`config.mk`:
```
export PLATFORM = sky130hd
export DESIGN_NAME = id_ex_ctrl
export DESIGN_NICKNAME = d
export VERILOG_FILES = /design/src/rtl/core_pkg.sv /design/src/rtl/ctrl_decode.sv /design/src/rtl/id_ex_ctrl.sv
export SDC_FILE = /design/constraint.sdc
export NUM_CORES = 1
export LEC_CHECK = 0
export CORE_UTILIZATION = 45
export DETAILED_ROUTE_END_ITERATION = 10
export GPL_TIMING_DRIVEN = 0
export PLACE_DENSITY = 0.82
export SLEW_MARGIN = 20
export SYNTH_ARGS = -nofsm -noshare
export SYNTH_HDL_FRONTEND = slang
export SYNTH_HIERARCHICAL = 1
export SYNTH_SLANG_ARGS = --single-unit
export TNS_END_PERCENT = 5
```
`constraint.sdc`:
```
create_clock -name clk_i -period 5.5 [get_ports clk_i]
set_input_delay 1.65 -clock clk_i [delete_from_list [all_inputs] [get_ports clk_i]]
set_output_delay 1.65 -clock clk_i [all_outputs]
set_load 0.005 [all_outputs]
```
`src/rtl/core_pkg.sv`:
```
// core_pkg: opcode and ALU-class constants plus the ID/EX control bundle type.
package core_pkg;
    localparam logic [6:0] OP_IMM    = 7'b0010011;
    localparam logic [6:0] OP_REG    = 7'b0110011;
    localparam logic [6:0] OP_LOAD   = 7'b0000011;
    localparam logic [6:0] OP_STORE  = 7'b0100011;
    localparam logic [6:0] OP_BRANCH = 7'b1100011;
    localparam logic [6:0] OP_JAL    = 7'b1101111;
    localparam logic [6:0] OP_JALR   = 7'b1100111;
    localparam logic [6:0] OP_LUI    = 7'b0110111;
    localparam logic [6:0] F7_MDU    = 7'b0000001;

    localparam logic [2:0] ALU_ADD    = 3'b000;
    localparam logic [2:0] ALU_IARITH = 3'b001;
    localparam logic [2:0] ALU_RARITH = 3'b010;
    localparam logic [2:0] ALU_BRCMP  = 3'b011;
    localparam logic [2:0] ALU_PASSB  = 3'b100;

    typedef struct packed {
        logic       valid;
        logic       alusrc;
        logic       regwrite;
        logic       memtoreg;
        logic       memread;
        logic       memwrite;
        logic       branch;
        logic       jump;
        logic       mdu;
        logic       illegal;
        logic [2:0] aluop;
        logic [4:0] rd;
    } ctrl_t;

    localparam ctrl_t CTRL_BUBBLE = '0;
endpackage

```
`src/rtl/ctrl_decode.sv`:
```
// ctrl_decode: combinational opcode-to-bundle decoder with source-register usage flags.
module ctrl_decode
    import core_pkg::*;
(
    input  logic [31:0] instr_i,
    output ctrl_t       ctrl_o,
    output logic        rs1_used_o,
    output logic        rs2_used_o,
    output logic        div_o
);
    logic [6:0] op;
    logic       unused_funct3;
    assign op            = instr_i[6:0];
    assign div_o         = instr_i[14];
    assign unused_funct3 = ^instr_i[13:12];
    always_comb begin
        ctrl_o       = CTRL_BUBBLE;
        ctrl_o.valid = 1'b1;
        ctrl_o.rd    = instr_i[11:7];
        rs1_used_o   = 1'b0;
        rs2_used_o   = 1'b0;
        case (op)
            OP_IMM: begin
                ctrl_o.aluop    = ALU_IARITH;
                ctrl_o.alusrc   = 1'b1;
                ctrl_o.regwrite = 1'b1;
                rs1_used_o      = 1'b1;
            end
            OP_REG: begin
                ctrl_o.aluop    = ALU_RARITH;
                ctrl_o.regwrite = 1'b1;
                ctrl_o.mdu      = instr_i[31:25] == F7_MDU;
                rs1_used_o      = 1'b1;
                rs2_used_o      = 1'b1;
            end
            OP_LOAD: begin
                ctrl_o.alusrc   = 1'b1;
                ctrl_o.regwrite = 1'b1;
                ctrl_o.memread  = 1'b1;
                ctrl_o.memtoreg = 1'b1;
                rs1_used_o      = 1'b1;
            end
            OP_STORE: begin
                ctrl_o.alusrc   = 1'b1;
                ctrl_o.memwrite = 1'b1;
                rs1_used_o      = 1'b1;
                rs2_used_o      = 1'b1;
            end
            OP_BRANCH: begin
                ctrl_o.aluop  = ALU_BRCMP;
                ctrl_o.branch = 1'b1;
                rs1_used_o    = 1'b1;
                rs2_used_o    = 1'b1;
            end
            OP_JAL: begin
                ctrl_o.jump     = 1'b1;
                ctrl_o.regwrite = 1'b1;
            end
            OP_JALR: begin
                ctrl_o.jump     = 1'b1;
                ctrl_o.regwrite = 1'b1;
                ctrl_o.alusrc   = 1'b1;
                rs1_used_o      = 1'b1;
            end
            OP_LUI: begin
                ctrl_o.aluop    = ALU_PASSB;
                ctrl_o.alusrc   = 1'b1;
                ctrl_o.regwrite = 1'b1;
            end
            default: ctrl_o.illegal = 1'b1;
        endcase
    end
endmodule

```
`src/rtl/id_ex_ctrl.sv`:
```
// id_ex_ctrl: hazard detection, MDU latency counter and the ID/EX control register.
// An MDU op holds ID/EX for LAT cycles; flush always wins and abandons it.
module id_ex_ctrl
    import core_pkg::*;
#(
    parameter int MUL_LAT = 2,
    parameter int DIV_LAT = 8,
    parameter int CNT_W   = 4
) (
    input  logic        clk_i,
    input  logic        rst_i,
    input  logic [31:0] instr_i,
    input  logic        valid_i,
    input  logic        ex_memread_i,
    input  logic [4:0]  ex_rd_i,
    input  logic        flush_i,
    output logic        stall_o,
    output logic        flush_o,
    output logic        ex_valid_o,
    output logic        ex_alusrc_o,
    output logic        ex_regwrite_o,
    output logic        ex_memtoreg_o,
    output logic        ex_memread_o,
    output logic        ex_memwrite_o,
    output logic        ex_branch_o,
    output logic        ex_jump_o,
    output logic        ex_mdu_o,
    output logic        ex_illegal_o,
    output logic [2:0]  ex_aluop_o,
    output logic [4:0]  ex_rd_o,
    output logic        mdu_busy_o
);
    localparam logic [CNT_W-1:0] MUL_CNT = CNT_W'(MUL_LAT - 1);
    localparam logic [CNT_W-1:0] DIV_CNT = CNT_W'(DIV_LAT - 1);

    ctrl_t            dec, ctrl_d, ctrl_q;
    logic             rs1_used, rs2_used, div_op, load_use, mdu_busy, mdu_issue;
    logic [CNT_W-1:0] cnt_d, cnt_q;

    ctrl_decode u_dec (
        .instr_i   (instr_i),
        .ctrl_o    (dec),
        .rs1_used_o(rs1_used),
        .rs2_used_o(rs2_used),
        .div_o     (div_op)
    );

    assign load_use = ex_memread_i & (ex_rd_i != 5'd0) & valid_i &
                      ((rs1_used & (instr_i[19:15] == ex_rd_i)) |
                       (rs2_used & (instr_i[24:20] == ex_rd_i)));
    assign mdu_busy  = cnt_q != '0;
    assign mdu_issue = valid_i & ~load_use & dec.mdu;
    assign stall_o   = ~flush_i & (load_use | mdu_busy);
    assign flush_o   = flush_i;

    always_comb begin
        ctrl_d = flush_i ? CTRL_BUBBLE : mdu_busy ? ctrl_q : (load_use | ~valid_i) ? CTRL_BUBBLE : dec;
        cnt_d  = flush_i ? '0 : mdu_busy ? cnt_q - CNT_W'(1) : mdu_issue ? (div_op ? DIV_CNT : MUL_CNT) : '0;
    end

    always_ff @(posedge clk_i or posedge rst_i) begin
        if (rst_i) begin
            ctrl_q <= CTRL_BUBBLE;
            cnt_q  <= '0;
        end else begin
            ctrl_q <= ctrl_d;
            cnt_q  <= cnt_d;
        end
    end

    assign ex_valid_o    = ctrl_q.valid;
    assign ex_alusrc_o   = ctrl_q.alusrc;
    assign ex_regwrite_o = ctrl_q.regwrite;
    assign ex_memtoreg_o = ctrl_q.memtoreg;
    assign ex_memread_o  = ctrl_q.memread;
    assign ex_memwrite_o = ctrl_q.memwrite;
    assign ex_branch_o   = ctrl_q.branch;
    assign ex_jump_o     = ctrl_q.jump;
    assign ex_mdu_o      = ctrl_q.mdu;
    assign ex_illegal_o  = ctrl_q.illegal;
    assign ex_aluop_o    = ctrl_q.aluop;
    assign ex_rd_o       = ctrl_q.rd;
    assign mdu_busy_o    = mdu_busy;
endmodule
```
==> impl_metrics.csv <==
group,metric,value,unit
synthesis,synth.distinct_cells,43,
cts,clock_latency,310,ps
worst_setup_path,crit_fanout,4,
route,dr.pass1.iters,4,
pwr,cellPowerDensity,259,nW/µm²
worst_setup_path,critPathLaunchType,"primary input",
sta,finalMaxSlewViolations,0,
route,num_vias,1604,
pwr,swShare,36.7,%
route,viasPerCell,5.29,
global_routing,grt_use_total,20.9,%
synthesis,ys_top_cells_by_area,"dfrtp_1 34%, o211ai_1 7.8%, nand2b_1 7.3%",
synthesis,synth_edf_count,0,
synthesis,synth_ff_type,"dfrtp_1",
sta,max_freq,185,MHz
global_routing,grt_first_pass_wirelength,6620,µm
sta,fin_hold_ws,508,ps
die,rows,21,
synthesis,netlist.area_leader.share,33.7,%
pwr,clkPwrFrac,15.4,%
synthesis,synth_top_cell_by_area,"dfrtp_1",
synthesis,ys_seq_elements,22,
pwr,pwr-share-seq,35.5,%
synthesis,syn_area,1630,µm²
sta,slew_headroom,45.0,%
global_routing,antenna_found_initial,0,
sta,period_share,98.3,%
pwr,combPwrFrac,49.1,%
worst_setup_path,endpoint_kind,"output port",
route,ant_nets,0,
die,fp.dieW,62.2,µm
worst_setup_path,required,3850,ps
cells_and_area,syn_to_final_growth,41.9,%
cells_and_area,largest_reg_flops,5,
placement,dp_hpwl,2900,µm
pwr,p_int,0.380,mW
sta,rsz0062_at_grt,"false",
global_routing,grt_overflow,0,
pwr,total_leakage_power,0.904,nW
die,core,3420,µm²
sta,hold_viol_final,0,
route,routedWlPerCell,12.7,µm
global_routing,grt_start_max_net_pins,23,
placement,io_buffers,52,
synthesis,yosysWarnings,6,
cts,cts_tree,"done",
synthesis,async_flop_share,100,%
synthesis,ys_seq_area_share,33.7,%
worst_setup_path,reg2reg_slack,3550,ps
cells_and_area,layout_commonest_cell,"clkdlybuf4s50_1",
pwr,power.switching,0.220,mW
sta,tightest_slew,824,ps
route,drc,0,
cells_and_area,drive_gt1_share,13.2,%
cts,cts_root_buffer,"clkbuf_4",
worst_setup_path,crit_arrival,3750,ps
synthesis,syn_avg_cell_area,8.28,µm²
sta,setup_viol,0,
cells_and_area,final_cells,303,
cts,numCtsBuffers,3,
hold_path,hp-class,"reg2reg",
sta,fin_crit,5400,ps
synthesis,synthCells,197,
cells_and_area,num_antenna_cells,0,
placement,dp.cells,295,
cts,cts_num_sinks,22,
die,start_util,47.8,%
die,num_io_pins,63,
cells_and_area,final_nets,302,
sta,fin_skew,6.57,ps
placement,place.gp.congestion,0.816,
worst_setup_path,worstSetupPathType,"in2out",
cts,hold_buffers,0,
route,wl,3840,µm
pwr,ir_worst_vdd,0.000123,V
die,dieArea,3870,µm²
synthesis,synthesis.nets,241,
route,drt_iter0_drc,71,
global_routing,grt_pass1_vias,1537,
die,die_y,62.2,µm
cts,h-tree-depth,1,
cts,cts.clk_slew.worst_paths,120,ps
cts,cts_max_path_buffers,2,
flow_run,maxCapViolCount,0,
cells_and_area,final_cell_mix,"48 x clkdlybuf4s50_1, 24 x nand2_1, 22 x dfrtp_1",
run_status,status,"finished, final reports clean",
-- path summary, 6_finish.rpt --
check,from,to,depth (start not counted)
max in group asynchronous,rst_i,ex_memtoreg_o$_DFFE_PP0P_,2
setup reg to reg,cnt_q[0]$_DFF_PP0_,ex_aluop_o[0]$_DFFE_PP0P_,8
hold reg to reg,ex_memwrite_o$_DFFE_PP0P_,ex_memwrite_o$_DFFE_PP0P_,2
hold / removal,ex_memwrite_o$_DFFE_PP0P_,ex_memwrite_o$_DFFE_PP0P_,2
setup / recovery,instr_i[5],stall_o,9
min in group asynchronous,rst_i,ex_aluop_o[0]$_DFFE_PP0P_,2
-- routing by layer --
layer | routed length (µm) | vias up | track usage (%)
li1 | - | 802 | -
met1 | 1650 | 725 | 26.0
met2 | 1930 | 71 | 37.6
met3 | 198 | 6 | 2.39
met4 | 61 | 0 | 6.40
met5 | 0 | - | 0
-- cells in the mapped netlist, drive strengths merged, types with 4 or more instances --
cell,n
a21oi,6
buf,14
clkbuf,9
dfrtp,22
inv,4
nand2,24
nand2b,19
nand3,20
nor2,6
nor3,7
o211ai,18
o21ai,4
or3,4
xnor2,12
-- power by group through the flow --
| stage | Combinational [mW] | Clock [mW] | Sequential [mW] |
|---|---|---|---|
| 4_1_cts | 0.295 | 0.0909 | 0.213 |
| 3_3_place_gp | 0.287 | 0 | 0.215 |
| 3_5_place_dp | 0.294 | 0 | 0.216 |
| 5_1_grt | 0.329 | 0.100 | 0.217 |
| 2_1_floorplan | 0.169 | 0 | 0.216 |
| 6_report | 0.295 | 0.0923 | 0.213 |
-- worst max-delay path, cell delays in order --
cell             delay [ps]
clkdlybuf4s50_1         490
buf_6                   110
or3b_4                  390
a21oi_1                 130
nand2_1                 110
o22ai_4                 130
clkbuf_8                160
a21o_1                  100
clkdlybuf4s50_1         490
-- area by class of cell --
class / instances / area [µm²]
tap: 46 / 57.6
inverter: 4 / 15.0
multi-input combinational: 148 / 940
timing repair buffer: 56 / 561
fill: 296 / 1100
buffer: 23 / 156
clock buffer: 4 / 36.3
sequential: 22 / 551
-- cells by family (layout without fill, tap and decap cells) --
group | count (synthesis) | count (layout) | synth area share (%)
AOI/OAI and AO/OA | 37 | 37 | 15.9
xor gates and xnor gates | 12 | 12 | 6.44
adders and majority gates | 2 | 2 | 1.53
buffers and inverters | 27 | 87 | 9.51
DFF | 22 | 22 | 33.7
other | 1 | 1 | 0.230
and+or+nand+nor | 96 | 96 | 32.7
-- per-stage QoR --
step | cell area [µm²] | setup TNS, ps | setup WS [ps] | total power [mW] | util [%]
floorplan | 1630 | 0 | 843 | 0.386 | -
global placement | 2210 | -393 | -393 | 0.503 | 64.7
detailed placement | 2210 | -451 | -451 | 0.510 | 64.7
CTS | 2290 | 0 | 3.33 | 0.599 | 67.1
global route | 2320 | 0 | 16.0 | 0.647 | 67.8
finish | 2320 | 0 | 95.7 | 0.600 | 67.8
-- timing repair --
item / 4_1_cts / 5_1_grt
setup buffers: 3 / 1
pin swaps: 1 / 2
gates resized for setup: 5 / 7
setup endpoints to repair: 1 / 1
(Power assumes the default switching activity.)
